$ cat src/rtl/ps2_pkg.sv
// Shared types and frame constants for the PS/2 device-side link.
// Odd-parity helper is used by the TX framer and the optional RX check.
package ps2_pkg;

  typedef enum logic [2:0] {
    ST_IDLE,
    ST_TX,
    ST_RX,
    ST_ACK,
    ST_HOLDOFF
  } ps2_dev_state_t;

  localparam int PS2_FRAME_BITS = 11;
  localparam int PS2_RX_BITS    = 10;

  function automatic logic odd_parity(input logic [7:0] d);
    return ~^d;
  endfunction

endpackage

$ cat src/rtl/ps2_bit_timer.sv
// Free-running HALF_PERIOD down-counter; phase_done marks the last
// cycle of each half-phase, and load restarts a fresh half-phase.
module ps2_bit_timer #(
  parameter int HALF_PERIOD = 2000
) (
  input  logic clk,
  input  logic rst,
  input  logic load,
  output logic phase_done
);

  localparam logic [11:0] RELOAD = 12'(HALF_PERIOD - 1);

  logic [11:0] cnt_q, cnt_d;

  assign phase_done = (cnt_q == 12'd0);

  always_comb begin
    cnt_d = cnt_q - 12'd1;
    if (load || phase_done) cnt_d = RELOAD;
  end

  always_ff @(posedge clk) begin
    if (rst) cnt_q <= RELOAD;
    else     cnt_q <= cnt_d;
  end

endmodule

$ cat src/rtl/ps2_device.sv
// PS/2 device-side link: clock generation, TX framing, RX with ACK.
// Define PS2_DEVICE_PARITY_CHECK_EN to reject host bytes with bad parity.
module ps2_device
  import ps2_pkg::*;
#(
  parameter int HALF_PERIOD = 2000
) (
  input  logic       clk,
  input  logic       rst,
  input  logic       ps2_clk_d,
  input  logic       ps2_data_d,
  input  logic [7:0] tx_data,
  input  logic       tx_req,
  output logic       ps2_clk_q,
  output logic       ps2_data_q,
  output logic [7:0] rx_data,
  output logic       rx_ready,
  output logic       rx_error,
  output logic       tx_ready
);

  localparam logic [3:0] TX_LAST = 4'(PS2_FRAME_BITS - 1);
  localparam logic [3:0] RX_LAST = 4'(PS2_RX_BITS - 1);

  ps2_dev_state_t state_q, state_d;

  logic [1:0] clk_sync_q, data_sync_q;
  logic       ps2_clk_s, ps2_data_s;
  logic       phase_q, phase_d;
  logic [3:0] bit_q, bit_d, bit_nxt;
  logic       clk_drv_q, clk_drv_d;
  logic       dat_drv_q, dat_drv_d;
  logic       pending_q, pending_d;
  logic       tx_ready_q, tx_ready_d;
  logic [7:0] tx_data_q;
  logic [7:0] tx_byte_q, tx_byte_d;
  logic       tx_req_q, tx_req_qq, tx_rise;
  logic [7:0] rx_byte_q, rx_byte_d;
  logic       rx_stop_q, rx_stop_d;
  logic [7:0] rx_data_q, rx_data_d;
  logic       rx_ready_q, rx_ready_d;
  logic       rx_error_q, rx_error_d;
  logic       tmr_load, phase_done;
  logic       rx_sample, rx_bad, both_high;
  logic [10:0] tx_frame;

  ps2_bit_timer #(.HALF_PERIOD(HALF_PERIOD)) u_timer (
    .clk       (clk),
    .rst       (rst),
    .load      (tmr_load),
    .phase_done(phase_done)
  );

  assign ps2_clk_s  = clk_sync_q[1];
  assign ps2_data_s = data_sync_q[1];
  assign both_high  = ps2_clk_s & ps2_data_s;
  assign tx_rise    = tx_req_q & ~tx_req_qq;
  assign bit_nxt    = bit_q + 4'd1;
  assign tx_frame   = {1'b1, odd_parity(tx_byte_q), tx_byte_q, 1'b0};

  assign rx_sample = (state_q == ST_RX) && phase_done
                   && !phase_q && ps2_clk_s;

`ifdef PS2_DEVICE_PARITY_CHECK_EN
  logic rx_par_q;
  always_ff @(posedge clk) begin
    if (rst)                           rx_par_q <= 1'b0;
    else if (rx_sample && bit_q == 4'd8) rx_par_q <= ps2_data_s;
  end
  assign rx_bad = !rx_stop_q || (rx_par_q != odd_parity(rx_byte_q));
`else
  assign rx_bad = !rx_stop_q;
`endif

  always_comb begin
    state_d    = state_q;
    phase_d    = phase_q;
    bit_d      = bit_q;
    clk_drv_d  = clk_drv_q;
    dat_drv_d  = dat_drv_q;
    pending_d  = pending_q;
    tx_byte_d  = tx_byte_q;
    rx_byte_d  = rx_byte_q;
    rx_stop_d  = rx_stop_q;
    rx_data_d  = rx_data_q;
    rx_ready_d = 1'b0;
    rx_error_d = 1'b0;
    tmr_load   = 1'b0;

    if (tx_rise && tx_ready_q) begin
      pending_d = 1'b1;
      tx_byte_d = tx_data_q;
    end

    if (rx_sample) begin
      if (bit_q < 4'd8)       rx_byte_d[bit_q[2:0]] = ps2_data_s;
      else if (bit_q == RX_LAST) rx_stop_d = ps2_data_s;
    end

    unique case (state_q)
      ST_IDLE: begin
        clk_drv_d = 1'b0;
        dat_drv_d = 1'b0;
        // Host request-to-send outranks a pending TX byte
        if (ps2_clk_s && !ps2_data_s) begin
          state_d  = ST_RX;
          tmr_load = 1'b1;
          phase_d  = 1'b0;
          bit_d    = 4'd0;
        end else if (pending_q && both_high) begin
          state_d   = ST_TX;
          tmr_load  = 1'b1;
          phase_d   = 1'b0;
          bit_d     = 4'd0;
          dat_drv_d = ~tx_frame[0];
        end
      end
      ST_TX, ST_RX: begin
        if (phase_done && !phase_q) begin
          if (!ps2_clk_s) begin
            state_d   = ST_HOLDOFF;
            clk_drv_d = 1'b0;
            dat_drv_d = 1'b0;
            tmr_load  = 1'b1;
          end else begin
            phase_d   = 1'b1;
            clk_drv_d = 1'b1;
          end
        end else if (phase_done) begin
          clk_drv_d = 1'b0;
          phase_d   = 1'b0;
          if (state_q == ST_TX) begin
            if (bit_q == TX_LAST) begin
              state_d   = ST_HOLDOFF;
              dat_drv_d = 1'b0;
              pending_d = 1'b0;
              tmr_load  = 1'b1;
            end else begin
              bit_d     = bit_nxt;
              dat_drv_d = ~tx_frame[bit_nxt];
            end
          end else if (bit_q == RX_LAST) begin
            bit_d = 4'd0;
            if (rx_bad) begin
              state_d    = ST_HOLDOFF;
              rx_error_d = 1'b1;
              tmr_load   = 1'b1;
            end else begin
              state_d   = ST_ACK;
              dat_drv_d = 1'b1;
            end
          end else begin
            bit_d = bit_nxt;
          end
        end
      end
      ST_ACK: begin
        if (phase_done && !phase_q) begin
          phase_d   = 1'b1;
          clk_drv_d = 1'b1;
        end else if (phase_done) begin
          phase_d    = 1'b0;
          clk_drv_d  = 1'b0;
          dat_drv_d  = 1'b0;
          rx_data_d  = rx_byte_q;
          rx_ready_d = 1'b1;
          state_d    = ST_HOLDOFF;
          tmr_load   = 1'b1;
        end
      end
      ST_HOLDOFF: begin
        clk_drv_d = 1'b0;
        dat_drv_d = 1'b0;
        // Two half-phases of continuously idle lines
        if (!both_high) begin
          tmr_load = 1'b1;
          phase_d  = 1'b0;
        end else if (phase_done) begin
          if (phase_q) state_d = ST_IDLE;
          phase_d = ~phase_q;
        end
      end
      default: begin
        state_d   = ST_IDLE;
        clk_drv_d = 1'b0;
        dat_drv_d = 1'b0;
      end
    endcase

    tx_ready_d = ~pending_d;
  end

  always_ff @(posedge clk) begin
    if (rst) begin
      state_q     <= ST_IDLE;
      clk_sync_q  <= 2'b11;
      data_sync_q <= 2'b11;
      phase_q     <= 1'b0;
      bit_q       <= 4'd0;
      clk_drv_q   <= 1'b0;
      dat_drv_q   <= 1'b0;
      pending_q   <= 1'b0;
      tx_ready_q  <= 1'b1;
      tx_data_q   <= 8'h00;
      tx_byte_q   <= 8'h00;
      tx_req_q    <= 1'b0;
      tx_req_qq   <= 1'b0;
      rx_byte_q   <= 8'h00;
      rx_stop_q   <= 1'b0;
      rx_data_q   <= 8'h00;
      rx_ready_q  <= 1'b0;
      rx_error_q  <= 1'b0;
    end else begin
      state_q     <= state_d;
      clk_sync_q  <= {clk_sync_q[0], ps2_clk_d};
      data_sync_q <= {data_sync_q[0], ps2_data_d};
      phase_q     <= phase_d;
      bit_q       <= bit_d;
      clk_drv_q   <= clk_drv_d;
      dat_drv_q   <= dat_drv_d;
      pending_q   <= pending_d;
      tx_ready_q  <= tx_ready_d;
      tx_data_q   <= tx_data;
      tx_byte_q   <= tx_byte_d;
      tx_req_q    <= tx_req;
      tx_req_qq   <= tx_req_q;
      rx_byte_q   <= rx_byte_d;
      rx_stop_q   <= rx_stop_d;
      rx_data_q   <= rx_data_d;
      rx_ready_q  <= rx_ready_d;
      rx_error_q  <= rx_error_d;
    end
  end

  assign ps2_clk_q  = clk_drv_q;
  assign ps2_data_q = dat_drv_q;
  assign rx_data    = rx_data_q;
  assign rx_ready   = rx_ready_q;
  assign rx_error   = rx_error_q;
  assign tx_ready   = tx_ready_q;

endmodule

$ cat config.mk
export PLATFORM = sky130hd
export DESIGN_NAME = ps2_device
export DESIGN_NICKNAME = d
export VERILOG_FILES = /design/src/rtl/ps2_pkg.sv /design/src/rtl/ps2_bit_timer.sv /design/src/rtl/ps2_device.sv
export SDC_FILE = /design/constraint.sdc
export NUM_CORES = 1
export LEC_CHECK = 0
export CAP_MARGIN = 20
export CELL_PAD_IN_SITES_DETAIL_PLACEMENT = 1
export CELL_PAD_IN_SITES_GLOBAL_PLACEMENT = 2
export CORE_ASPECT_RATIO = 0.7
export CORE_UTILIZATION = 39
export CTS_CLUSTER_DIAMETER = 40
export CTS_CLUSTER_SIZE = 28
export DETAILED_ROUTE_END_ITERATION = 8
export PLACE_DENSITY = 0.94
export RECOVER_POWER = 50
export SYNTH_ARGS = -nofsm -noshare
export SYNTH_HDL_FRONTEND = slang
export SYNTH_HIERARCHICAL = 1
export SYNTH_SLANG_ARGS = --single-unit
$ cat constraint.sdc
create_clock -name clk -period 3.85 [get_ports clk]
set_input_delay 0.9625 -clock clk [delete_from_list [all_inputs] [get_ports clk]]
set_output_delay 0.9625 -clock clk [all_outputs]
set_load 0.1 [all_outputs]
==> impl_metrics.py <==
metrics = {
    "power_and_ir_drop": {
        "ir_drop_uv": 367.7,
        "cellPowerDensity_mw_per_mm2": 528.3,
        "leakage_nw": 1.422,
    },
    "drt": {
        "wl_per_cell_um": 15.86,
        "dr.pass1.iters": 4,
        "via_count": 2524,
        "ant_nets": 0,
        "via_per_inst": 5.359,
        "drt_iter0_markers": 99,
        "route.detailed.drc": 0,
        "wl_um": 7469,
    },
    "grt": {
        "overflow": 0,
        "grt_max_degree": 55,
        "track_usage_pct": 19.31,
        "antenna_found_initial": 0,
        "grt_pass1_wl_um": 12650,
        "grt_pass1_vias": 2511,
    },
    "timing": {
        "rsz0062_at_grt": "no",
        "fmax_mhz": 296.6,
        "fin_tns_setup_ns": 0,
        "hold_violations": 0,
        "slew_headroom_pct": -49.82,
        "fin_hold_ws_ns": 0.4126,
        "period_minus_slack_ns": 3.372,
        "setup_viol": 0,
        "worst_pin_slew_ns": 2.247,
        "fin_skew_ns": 0.005003,
        "finalCritPeriodShare_pct": 87.58,
        "drv_slew": 55,
    },
    "synthesis": {
        "synth_cells": 349,
        "ys_seq_area_share_pct": 41.06,
        "syn_nets": 369,
        "synth_cell_types": 64,
        "avgSynthCellArea_sq_um": 9.081,
        "synth-seq-cells": 65,
        "synth_edf_count": 0,
        "synth-main-ff-cell": "dfxtp_1",
        "synth_area_sq_mm": 0.003169,
        "async_flop_share_pct": 0,
        "yosys_warnings": 6,
    },
    "setup_path": {
        "path_buf_inv": 1,
        "max_stage_delay_ns": 0.48,
        "arrival_ns": 3.56,
        "cpLargestDelayFamily": "simple AND/OR/NAND/NOR gates",
        "crit_chain": "inv_1 -> ha_1 -> nor2b_1 -> and4_1 -> ha_1 -> and2b_1 -> o21ai_0 -> a221o_1 -> nand3_1 -> or2_2 -> nor2_1 -> nand3_1",
        "critPathKind": "reg -> reg",
        "end_kind": "flop",
        "path_max_fanout": 11,
        "cp_data_required_time_ns": 4.04,
        "critPathLaunchType": "flop",
        "cp_slowest_cell": "and4_1",
    },
    "clocking": {
        "holdBufCountCts": 0,
        "cts_setup_buffers": 0,
        "clock_sinks": 65,
        "cts_root_buf": "clkbuf_16",
        "clkSlewWorstSetupHoldPaths_ns": 0.05,
        "clk_latency_ns": 0.33,
        "cts_resized": 0,
        "cts_tree": "yes",
        "cts_buffers": 9,
        "clock_path_buffers": 2,
        "htreeDepth": 3,
    },
    "floorplanning": {
        "ios": 26,
        "die-area_sq_mm": 0.008496,
        "die_h_um": 77.42,
        "die_x_um": 109.7,
        "rows": 27,
        "start_util_pct": 40.26,
        "core-area_sq_mm": 0.007871,
    },
    "finish": {
        "syn2layout_area_growth_pct": 18.32,
        "drive_above_1_share_pct": 11.08,
        "nets": 385,
        "fin_area_sq_mm": 0.003750,
        "diodes": 0,
    },
    "hold_path": {
        "min_path_type": "reg -> reg",
    },
    "placed_design": {
        "port_buffers": 25,
        "dp_hpwl_um": 5090,
        "gp_routability_congestion": 0.8262,
        "place_area_sq_mm": 0.003445,
    },
    "outcome": {
        "outcome": "finished, violations left",
        "violations": "capacitance limit, slew limit",
    },
    "job": {
        "maxCapViolCount": 1,
    },
}
-- where the power goes --
group	switching (mW)	total [mW]	internal, mW
Combinational	0.230	0.386	0.156
Sequential	0.0526	0.761	0.709
Clock	0.314	0.833	0.519
Total	0.596	1.98	1.38
-- cell usage after synthesis, types with 5 or more instances --
cell	number	area [sq um]
o21ai_0	10	50.05
or2_2	5	31.28
nor2b_1	19	118.9
mux2i_1	20	200.2
nand4_1	5	31.28
nand3_1	8	40.04
nor3_1	6	30.03
dfxtp_1	65	1301
ha_1	7	87.58
nand2b_1	10	62.56
clkbuf_1	10	37.54
a21oi_1	16	80.08
nand2_1	35	131.4
xnor2_1	11	96.34
nand3b_1	5	37.54
nor2_1	36	135.1
buf_2	5	25.02
inv_1	6	22.52
-- placed cells by master (no fill, tap or decap), types with 2 or more instances in the layout --
master / count
nand2_1: 35
a211oi_1: 2
and3_1: 3
or4_4: 2
nor4_1: 3
a21o_1: 2
dfxtp_1: 65
xnor2_1: 11
nor2b_1: 19
o221ai_1: 2
and3b_1: 2
mux2i_1: 20
a221o_1: 2
or3_1: 2
nand3b_1: 5
nand2b_1: 10
nor3_2: 3
a21oi_1: 16
clkbuf_16: 9
clkinvlp_4: 2
nand4b_1: 2
clkdlybuf4s50_1: 22
nor2_1: 36
nand3_1: 8
or2_2: 5
ha_1: 7
o21ai_0: 10
clkinv_4: 2
nor3_1: 6
a311oi_1: 4
inv_1: 6
o211ai_1: 2
xor2_1: 4
nand4_1: 5
dlygate4sd3_1: 2
-- sequential cells by signal (all words and copies together), names as in the netlist --
signal / flops
bit_q: 4
clk_sync_q: 2
data_sync_q: 2
pending_q: 1
phase_q: 1
ps2_clk_q: 1
ps2_data_q: 1
rx_byte_q: 8
rx_data: 8
rx_error: 1
rx_ready: 1
rx_stop_q: 1
state_q: 3
tx_byte_q: 8
tx_data_q: 8
tx_ready: 1
tx_req_q: 1
tx_req_qq: 1
u_timer/cnt_q: 12
-- metal layers --
| layer | vias to the layer above | wire, um | GRT usage [%] |
|---|---|---|---|
| li1 | 1258 | - | - |
| met4 | 0 | 54 | 5.600 |
| met3 | 7 | 258 | 6.218 |
| met2 | 36 | 3280 | 28.55 |
| met5 | - | 0 | 0 |
| met1 | 1223 | 3875 | 26.61 |
-- final timing paths --
kind / startpoint / end / slack (ns) / cells after the start
worst min-delay path: data_sync_q[0] / data_sync_q[1] / 0.41 / 1
worst max register to register: u_timer/cnt_q[0] / u_timer/cnt_q[2] / 0.48 / 12
worst min register to register: data_sync_q[0] / data_sync_q[1] / 0.41 / 1
worst max-delay path: u_timer/cnt_q[0] / u_timer/cnt_q[2] / 0.48 / 12
-- logic make-up (layout without fill, tap and decap cells) --
kind of cell | after synthesis | after routing | share of synthesized area (%)
simple gates | 162 | 162 | 29.10
flops | 65 | 65 | 41.06
compound gates | 50 | 50 | 11.45
buf+inv | 28 | 49 | 4.106
mux | 22 | 22 | 7.382
xor+xnor | 15 | 15 | 4.145
fa+ha+maj | 7 | 7 | 2.763
-- cell type report --
| type | instances | area (sq um) |
|---|---|---|
| timing repair buffer | 26 | 251.5 |
| tap | 101 | 126.4 |
| inverter | 7 | 26.28 |
| clock inverter | 6 | 67.56 |
| multi-input combinational | 256 | 1738 |
| fill | 898 | 4121 |
| sequential | 65 | 1301 |
| clock buffer | 10 | 239.0 |
-- metrics by stage --
| stage | power, mW | instances | setup WS (ns) | util [%] |
|---|---|---|---|---|
| floorplan | 1.071 | 349 | 1.199 | - |
| global placement | 1.146 | 455 | 0.7774 | 43.76 |
| detailed placement | 1.158 | 455 | 0.5058 | 43.76 |
| CTS | 2.001 | 471 | 0.5056 | 47.66 |
| global route | 2.067 | 471 | 0.2476 | 47.64 |
| finish | 1.981 | 471 | 0.4782 | 47.64 |
No activity file was read; power rests on OpenSTA's default activity.
